[src/rtl/conv_win_sched_if.sv]
// Handshake and bus bundle between conv_win_sched and its host/datapath.
// The master modport is the scheduler side; the slave modport is the
// host/SRAM/datapath side.
interface conv_win_sched_if #(
  parameter int RW = 4,
  parameter int CW = 4,
  parameter int OW = 8
);
  logic          start;
  logic          abort;
  logic          rd_en;
  logic [RW-1:0] rd_row;
  logic [CW-1:0] rd_col;
  logic          img_load;
  logic          img_clr;
  logic          trig;
  logic          calc_done;
  logic          out_ready;
  logic          out_we;
  logic [OW-1:0] out_idx;
  logic          busy;
  logic          done;
  logic [31:0]   perf_cyc;

  modport master (
    input  start, abort, calc_done, out_ready,
    output rd_en, rd_row, rd_col, img_load, img_clr, trig,
           out_we, out_idx, busy, done, perf_cyc
  );

  modport slave (
    output start, abort, calc_done, out_ready,
    input  rd_en, rd_row, rd_col, img_load, img_clr, trig,
           out_we, out_idx, busy, done, perf_cyc
  );
endinterface

[src/rtl/conv_win_sched.sv]
// conv_win_sched: autonomous window sequencer for the 3-row conv datapath.
// Walks a K_H x K_W window over an IN_H x IN_W image: clears the circular
// register at each output row, fetches K_W columns, then one column per
// further window, triggers the datapath, waits for completion and writes
// linear output indices.
// Optional feature macro: SCHED_PERF_EN enables the 32-bit saturating
// busy-cycle counter on perf_cyc; otherwise perf_cyc is tied to zero.
module conv_win_sched #(
  parameter int IN_H = 16,
  parameter int IN_W = 15,
  parameter int K_H  = 3,
  parameter int K_W  = 3
) (
  input  logic               clk,
  input  logic               rst,
  conv_win_sched_if.master   bus
);

  localparam int RW = $clog2(IN_H);
  localparam int CW = $clog2(IN_W);
  localparam int OW = $clog2((IN_H - K_H + 1) * (IN_W - K_W + 1));

  localparam logic [CW-1:0] KW_LAST  = CW'(K_W - 1);
  localparam logic [CW-1:0] COL_LAST = CW'(IN_W - 1);
  localparam logic [RW-1:0] ROW_LAST = RW'(IN_H - K_H);

  typedef enum logic [2:0] {
    S_IDLE = 3'd0,
    S_CLR  = 3'd1,
    S_RD   = 3'd2,
    S_LD   = 3'd3,
    S_TRIG = 3'd4,
    S_WAIT = 3'd5,
    S_WR   = 3'd6,
    S_FIN  = 3'd7
  } state_t;

  state_t        state_r;
  state_t        state_nxt_s;
  logic [RW-1:0] row_r;
  logic [RW-1:0] row_nxt_s;
  logic [CW-1:0] col_r;
  logic [CW-1:0] col_nxt_s;
  logic [OW-1:0] out_cnt_r;
  logic [OW-1:0] out_cnt_nxt_s;

  // State and position counters; everything returns to IDLE/zero on reset.
  always_ff @(posedge clk or posedge rst) begin
    if (rst) begin
      state_r   <= S_IDLE;
      row_r     <= {RW{1'b0}};
      col_r     <= {CW{1'b0}};
      out_cnt_r <= {OW{1'b0}};
    end else begin
      state_r   <= state_nxt_s;
      row_r     <= row_nxt_s;
      col_r     <= col_nxt_s;
      out_cnt_r <= out_cnt_nxt_s;
    end
  end

  // Next-state and counter update; abort overrides every other transition.
  always_comb begin
    state_nxt_s   = state_r;
    row_nxt_s     = row_r;
    col_nxt_s     = col_r;
    out_cnt_nxt_s = out_cnt_r;
    if (bus.abort) begin
      state_nxt_s   = S_IDLE;
      row_nxt_s     = {RW{1'b0}};
      col_nxt_s     = {CW{1'b0}};
      out_cnt_nxt_s = {OW{1'b0}};
    end else begin
      case (state_r)
        S_IDLE: begin
          if (bus.start) begin
            state_nxt_s = S_CLR;
          end else begin
            state_nxt_s = S_IDLE;
          end
        end
        S_CLR: begin
          col_nxt_s   = {CW{1'b0}};
          state_nxt_s = S_RD;
        end
        S_RD: begin
          state_nxt_s = S_LD;
        end
        S_LD: begin
          // Keep fetching until K_W columns of the window are resident.
          if (col_r < KW_LAST) begin
            col_nxt_s   = col_r + CW'(1);
            state_nxt_s = S_RD;
          end else begin
            state_nxt_s = S_TRIG;
          end
        end
        S_TRIG: begin
          state_nxt_s = S_WAIT;
        end
        S_WAIT: begin
          if (bus.calc_done) begin
            state_nxt_s = S_WR;
          end else begin
            state_nxt_s = S_WAIT;
          end
        end
        S_WR: begin
          if (bus.out_ready) begin
            out_cnt_nxt_s = out_cnt_r + OW'(1);
            if (col_r < COL_LAST) begin
              // Slide right: only the new rightmost column is fetched.
              col_nxt_s   = col_r + CW'(1);
              state_nxt_s = S_RD;
            end else if (row_r < ROW_LAST) begin
              row_nxt_s   = row_r + RW'(1);
              state_nxt_s = S_CLR;
            end else begin
              state_nxt_s = S_FIN;
            end
          end else begin
            state_nxt_s = S_WR;
          end
        end
        S_FIN: begin
          row_nxt_s     = {RW{1'b0}};
          col_nxt_s     = {CW{1'b0}};
          out_cnt_nxt_s = {OW{1'b0}};
          state_nxt_s   = S_IDLE;
        end
        default: begin
          row_nxt_s     = {RW{1'b0}};
          col_nxt_s     = {CW{1'b0}};
          out_cnt_nxt_s = {OW{1'b0}};
          state_nxt_s   = S_IDLE;
        end
      endcase
    end
  end

  // Strobes decoded from the state register; only out_we also depends on the
  // sink handshake, and it is suppressed in an aborting cycle.
  always_comb begin
    bus.rd_en    = 1'b0;
    bus.img_load = 1'b0;
    bus.img_clr  = 1'b0;
    bus.trig     = 1'b0;
    bus.out_we   = 1'b0;
    bus.done     = 1'b0;
    case (state_r)
      S_CLR:   bus.img_clr  = 1'b1;
      S_RD:    bus.rd_en    = 1'b1;
      S_LD:    bus.img_load = 1'b1;
      S_TRIG:  bus.trig     = 1'b1;
      S_WR:    bus.out_we   = bus.out_ready & ~bus.abort;
      S_FIN:   bus.done     = 1'b1;
      default: bus.done     = 1'b0;
    endcase
  end

  assign bus.busy    = (state_r != S_IDLE);
  assign bus.rd_row  = row_r;
  assign bus.rd_col  = col_r;
  assign bus.out_idx = out_cnt_r;

`ifdef SCHED_PERF_EN
  logic [31:0] perf_r;

  // Busy-cycle counter: cleared on an accepted start, saturates, holds in IDLE.
  always_ff @(posedge clk or posedge rst) begin
    if (rst) begin
      perf_r <= 32'd0;
    end else if ((state_r == S_IDLE) && bus.start && !bus.abort) begin
      perf_r <= 32'd0;
    end else if ((state_r != S_IDLE) && (perf_r != 32'hFFFF_FFFF)) begin
      perf_r <= perf_r + 32'd1;
    end else begin
      perf_r <= perf_r;
    end
  end

  assign bus.perf_cyc = perf_r;
`else
  assign bus.perf_cyc = 32'd0;
`endif

endmodule

[src/flat_wrapper.sv]
// flat-port wrapper written by rule: the top's interface ports become plain ports
module conv_win_sched_flat 
#(
  parameter int IN_H = 16,
  parameter int IN_W = 15,
  parameter int K_H  = 3,
  parameter int K_W  = 3
)
  (clk, rst, bus_start, bus_abort, bus_calc_done, bus_out_ready, bus_rd_en, bus_rd_row, bus_rd_col, bus_img_load, bus_img_clr, bus_trig, bus_out_we, bus_out_idx, bus_busy, bus_done, bus_perf_cyc);
  conv_win_sched_if #(.RW(($clog2(IN_H))), .CW(($clog2(IN_W))), .OW(($clog2((IN_H - K_H + 1) * (IN_W - K_W + 1))))) bus_i ();
  input  logic clk;
  input  logic rst;
  input wire logic [$bits(bus_i.start)-1:0] bus_start;
  input wire logic [$bits(bus_i.abort)-1:0] bus_abort;
  input wire logic [$bits(bus_i.calc_done)-1:0] bus_calc_done;
  input wire logic [$bits(bus_i.out_ready)-1:0] bus_out_ready;
  output wire logic [$bits(bus_i.rd_en)-1:0] bus_rd_en;
  output wire logic [$bits(bus_i.rd_row)-1:0] bus_rd_row;
  output wire logic [$bits(bus_i.rd_col)-1:0] bus_rd_col;
  output wire logic [$bits(bus_i.img_load)-1:0] bus_img_load;
  output wire logic [$bits(bus_i.img_clr)-1:0] bus_img_clr;
  output wire logic [$bits(bus_i.trig)-1:0] bus_trig;
  output wire logic [$bits(bus_i.out_we)-1:0] bus_out_we;
  output wire logic [$bits(bus_i.out_idx)-1:0] bus_out_idx;
  output wire logic [$bits(bus_i.busy)-1:0] bus_busy;
  output wire logic [$bits(bus_i.done)-1:0] bus_done;
  output wire logic [$bits(bus_i.perf_cyc)-1:0] bus_perf_cyc;
  assign bus_i.start = bus_start;
  assign bus_i.abort = bus_abort;
  assign bus_i.calc_done = bus_calc_done;
  assign bus_i.out_ready = bus_out_ready;
  assign bus_rd_en = bus_i.rd_en;
  assign bus_rd_row = bus_i.rd_row;
  assign bus_rd_col = bus_i.rd_col;
  assign bus_img_load = bus_i.img_load;
  assign bus_img_clr = bus_i.img_clr;
  assign bus_trig = bus_i.trig;
  assign bus_out_we = bus_i.out_we;
  assign bus_out_idx = bus_i.out_idx;
  assign bus_busy = bus_i.busy;
  assign bus_done = bus_i.done;
  assign bus_perf_cyc = bus_i.perf_cyc;
  conv_win_sched #(.IN_H(IN_H), .IN_W(IN_W), .K_H(K_H), .K_W(K_W)) u_core (.clk(clk), .rst(rst), .bus(bus_i));
endmodule
[config.mk]
export PLATFORM = sky130hd
export DESIGN_NAME = conv_win_sched_flat
export DESIGN_NICKNAME = d
export VERILOG_FILES = /design/src/rtl/conv_win_sched_if.sv /design/src/rtl/conv_win_sched.sv /design/src/flat_wrapper.sv
export SDC_FILE = /design/constraint.sdc
export NUM_CORES = 1
export LEC_CHECK = 0
export BUFFER_PORTS_ARGS = -buffer_cell sky130_fd_sc_hd__clkbuf_2
export CAP_MARGIN = 30
export CORE_ASPECT_RATIO = 2
export CORE_MARGIN = 5
export CORE_UTILIZATION = 40
export DETAILED_ROUTE_END_ITERATION = 10
export MAX_ROUTING_LAYER = met4
export PLACE_DENSITY_LB_ADDON = 0.05
export SLEW_MARGIN = 20
export SYNTH_ARGS = -nofsm -noshare
export SYNTH_HDL_FRONTEND = slang
export SYNTH_SLANG_ARGS = --single-unit
export TNS_END_PERCENT = 100
[constraint.sdc]
create_clock -name clk -period 1.3 [get_ports clk]
set_input_delay 0.195 -clock clk [delete_from_list [all_inputs] [get_ports clk]]
set_output_delay 0.195 -clock clk [all_outputs]
set_load 0.02 [all_outputs]
==> out/summary.txt <==
die area -> 5010 sq um
FF-to-FF setup slack -> -0.20 ns
commonest cells after routing, fill and taps aside -> 39 x buf_4, 32 x conb_1, 21 x clkbuf_2, 19 x buf_6, 13 x dfrtp_2
Worst Setup EP -> bus_busy
Max clock buf depth -> 2
global-route wire length before repair -> 7070 um
Final ANT Viol Nets -> 0
row count -> 31
DP HPWL -> 3220 um
XOR/XNOR share of the synthesized area -> 2.41%
gr usage total -> 19.2%
dominant synthesized flop cell -> dfrtp_1
post-synthesis compound-gate area fraction -> 19.4%
Metal-1 WL -> 1520 um
FILL cells -> 325
Setup WS post-layout -> -0.236 ns
Via density -> 4.98
Worst path slowest cell -> dfrtp_2
crit end category -> primary output
total grt overflow -> 0
worst min path class -> input port to flop
Clock transition at path regs -> 0.07 ns
vias after detailed routing -> 1508
drt first-iter violations -> 16
Simple-Gate Fraction of Synth Area -> 20.4%
final WL -> 4490 um
combinational family with the most area after synthesis -> buffers and inverters
htree depth -> 1
number of synthesized flops with an enable pin -> 0
Root Driver -> clkbuf_8
CP arrival -> 1.34 ns
Die H -> 95.2 um
Post-Route Utilization -> 64.4%
core footprint -> 3570 sq um
CTS buffer count -> 3
met3 wire len -> 127 um
Max Slew Vio Count -> 0
initial antenna violation count -> 0
drt drc -> 0
clk_skew -> 0.00303 ns
hold_ws -> 0.239 ns
f_max -> 0.651 GHz
MaxCap Viol Count -> 0
Setup Crit Path Kind -> flop to primary output
most common cell after layout, fill and taps aside -> buf_4
Wirelength per Cell -> 14.8 um
number of synthesized register bits -> 19
final setup vio count -> 26
starting density of the core -> 40.7%
reg2reg end -> u_core.bus.rd_row[3]$_DFFE_PP0P_
highest metal used -> met4
failing checks -> setup timing
vias in the first global route -> 1592
Critical path origin -> u_core.state_r[0]$_DFF_PP0_
Port Buffers -> 28
CP peak stage delay -> 0.44 ns
Mapped Cells -> 173
r2r worst-path depth -> 6
Layout Nets -> 265
Synth-to-Final Area Change -> 58.1%
asr flop ratio synth -> 100%
post-synth design cell area -> 1450 sq um
worst vdd ir -> 0.708 mV
crit path launch type -> flop
fin crit period -> 1.54 ns
clock sink count -> 19
RePlAce Congestion -> 0.867
Synth Area in Adders -> 3.45%
CTS tree -> built
Pleak -> 1.07 nW
I/O pins -> 61
Final Hold Vio Count -> 0
Initial DRT Pass Iterations -> 4
sequential element share of the synthesized area -> 32.7%
ANT cells -> 0
syn_area_per_cell -> 8.40 sq um
met2 wire length -> 2720 um
unrepaired setup endpoints after global routing -> yes
setup TNS -> -3.22 ns
pwr dens -> 665 nW/um^2
Clk Latency, worst-skew pair -> 0.26 ns
outcome -> complete, but fails checks
synth unique cells -> 37
WP data required -> 1.11 ns
share of cells above drive strength 1 -> 55.9%
critical path, cell by cell -> buf_6 -> or3_4 -> buf_8
Reg-to-Reg Start -> u_core.bus.rd_row[0]$_DFFE_PP0P_
CP Max Fanout -> 3
Tcrit/Tclk final -> 118%
synth warn -> 0
power consumption -> 1.53 mW
mux share of post-synthesis cell area -> 0.689%
die width -> 52.6 um
largest net degree at the start of global routing -> 20
## cells in the mapped netlist (2+ instances only)
master     count  area (sq um)
a211oi_1       3          22.5
a21oi_1        6          30.0
a31o_2         2          17.5
a31oi_1        2          12.5
and2_1         2          12.5
and3_1         2          12.5
buf_4         34           255
clkbuf_1       3          11.3
dfrtp_1       19           475
ha_1           4          50.1
inv_1          9          33.8
nand2_1       11          41.3
nand2b_1       3          18.8
nand3_1        7          35.0
nand3b_1       3          22.5
nand4_1        4          25.0
nor2_1        12          45.0
nor3_1         2          10.0
o2111ai_1      2          17.5
o211ai_1       9          67.6
o21ai_0       11          55.1
o311ai_0       2          17.5
o31ai_1        2          15.0
or3_1          4          25.0
xor2_1         3          26.3
## worst min path at each step
stage,end,slack [ns],startpoint,depth (start not counted)
final,u_core.state_r[0]$_DFF_PP0_,0.24,bus_calc_done,4
after global routing,u_core.state_r[0]$_DFF_PP0_,0.27,bus_calc_done,4
after CTS,u_core.state_r[0]$_DFF_PP0_,0.25,bus_calc_done,4
after detailed placement,u_core.state_r[0]$_DFF_PP0_,0.23,rst,3
after global placement,u_core.bus.rd_row[2]$_DFFE_PP0P_,0.21,rst,3
after floorplan,u_core.bus.out_idx[5]$_DFFE_PP0P_,0.15,rst,1
## area by class of cell
cell class	count	area [sq um]	share of cell area (%)
inverter	9	33.8	1.47
sequential	19	492	21.4
tap	49	61.3	2.67
multi-input combinational	139	1000	43.6
clock buffer	4	45.0	1.96
timing repair buffer	83	664	28.9
## critical path, delay by kind of cell (launching register included)
kind | cells | cell delay, ns
buffers and inverters | 2 | 0.26
and+or+nand+nor | 1 | 0.38
DFF | 1 | 0.44
## sequential cells by signal (all words and copies together), names as in the netlist
signal,count
u_core.bus.rd_row,4
u_core.bus.rd_col,4
u_core.bus.out_idx,8
u_core.state_r,3
## kinds of logic after synthesis
group                    Yosys count
adder cells (fa/ha/maj)            4
XOR/XNOR                           4
buffers and inverters             46
AO/OA/AOI/OAI                     42
AND/OR/NAND/NOR                   56
flip-flops                        19
multiplexers                       1
other                              1
## routing by layer
layer  up-vias  GRT usage (%)
met5         -              -
met3        10           2.50
li1        712              -
met4         0           9.17
met1       751           18.8
met2        35           35.5
## power breakdown
group          internal [mW]  switching [mW]
registers              0.606          0.0222
logic                  0.197           0.276
clock network          0.218           0.209
total                   1.02           0.507
## timing repair
action / 4_1_cts / 5_1_grt
endpoints found under the hold margin: 19 / 0
hold buffers: 1 / 0
pin swaps: 24 / 19
resized for setup: 51 / 38
buffers inserted: 11 / 5
endpoints found under the setup margin: 24 / 26
## through the flow
step                      setup WS [ns]  cell area [sq um]  instances
after floorplan                  -0.100               1600        204
after global placement           -0.127               1830        283
after detailed placement         -0.123               1830        283
after CTS                        -0.237               2140        298
after global routing             -0.291               2300        303
final                            -0.236               2300        303
Power figures use the tool's default switching activity.
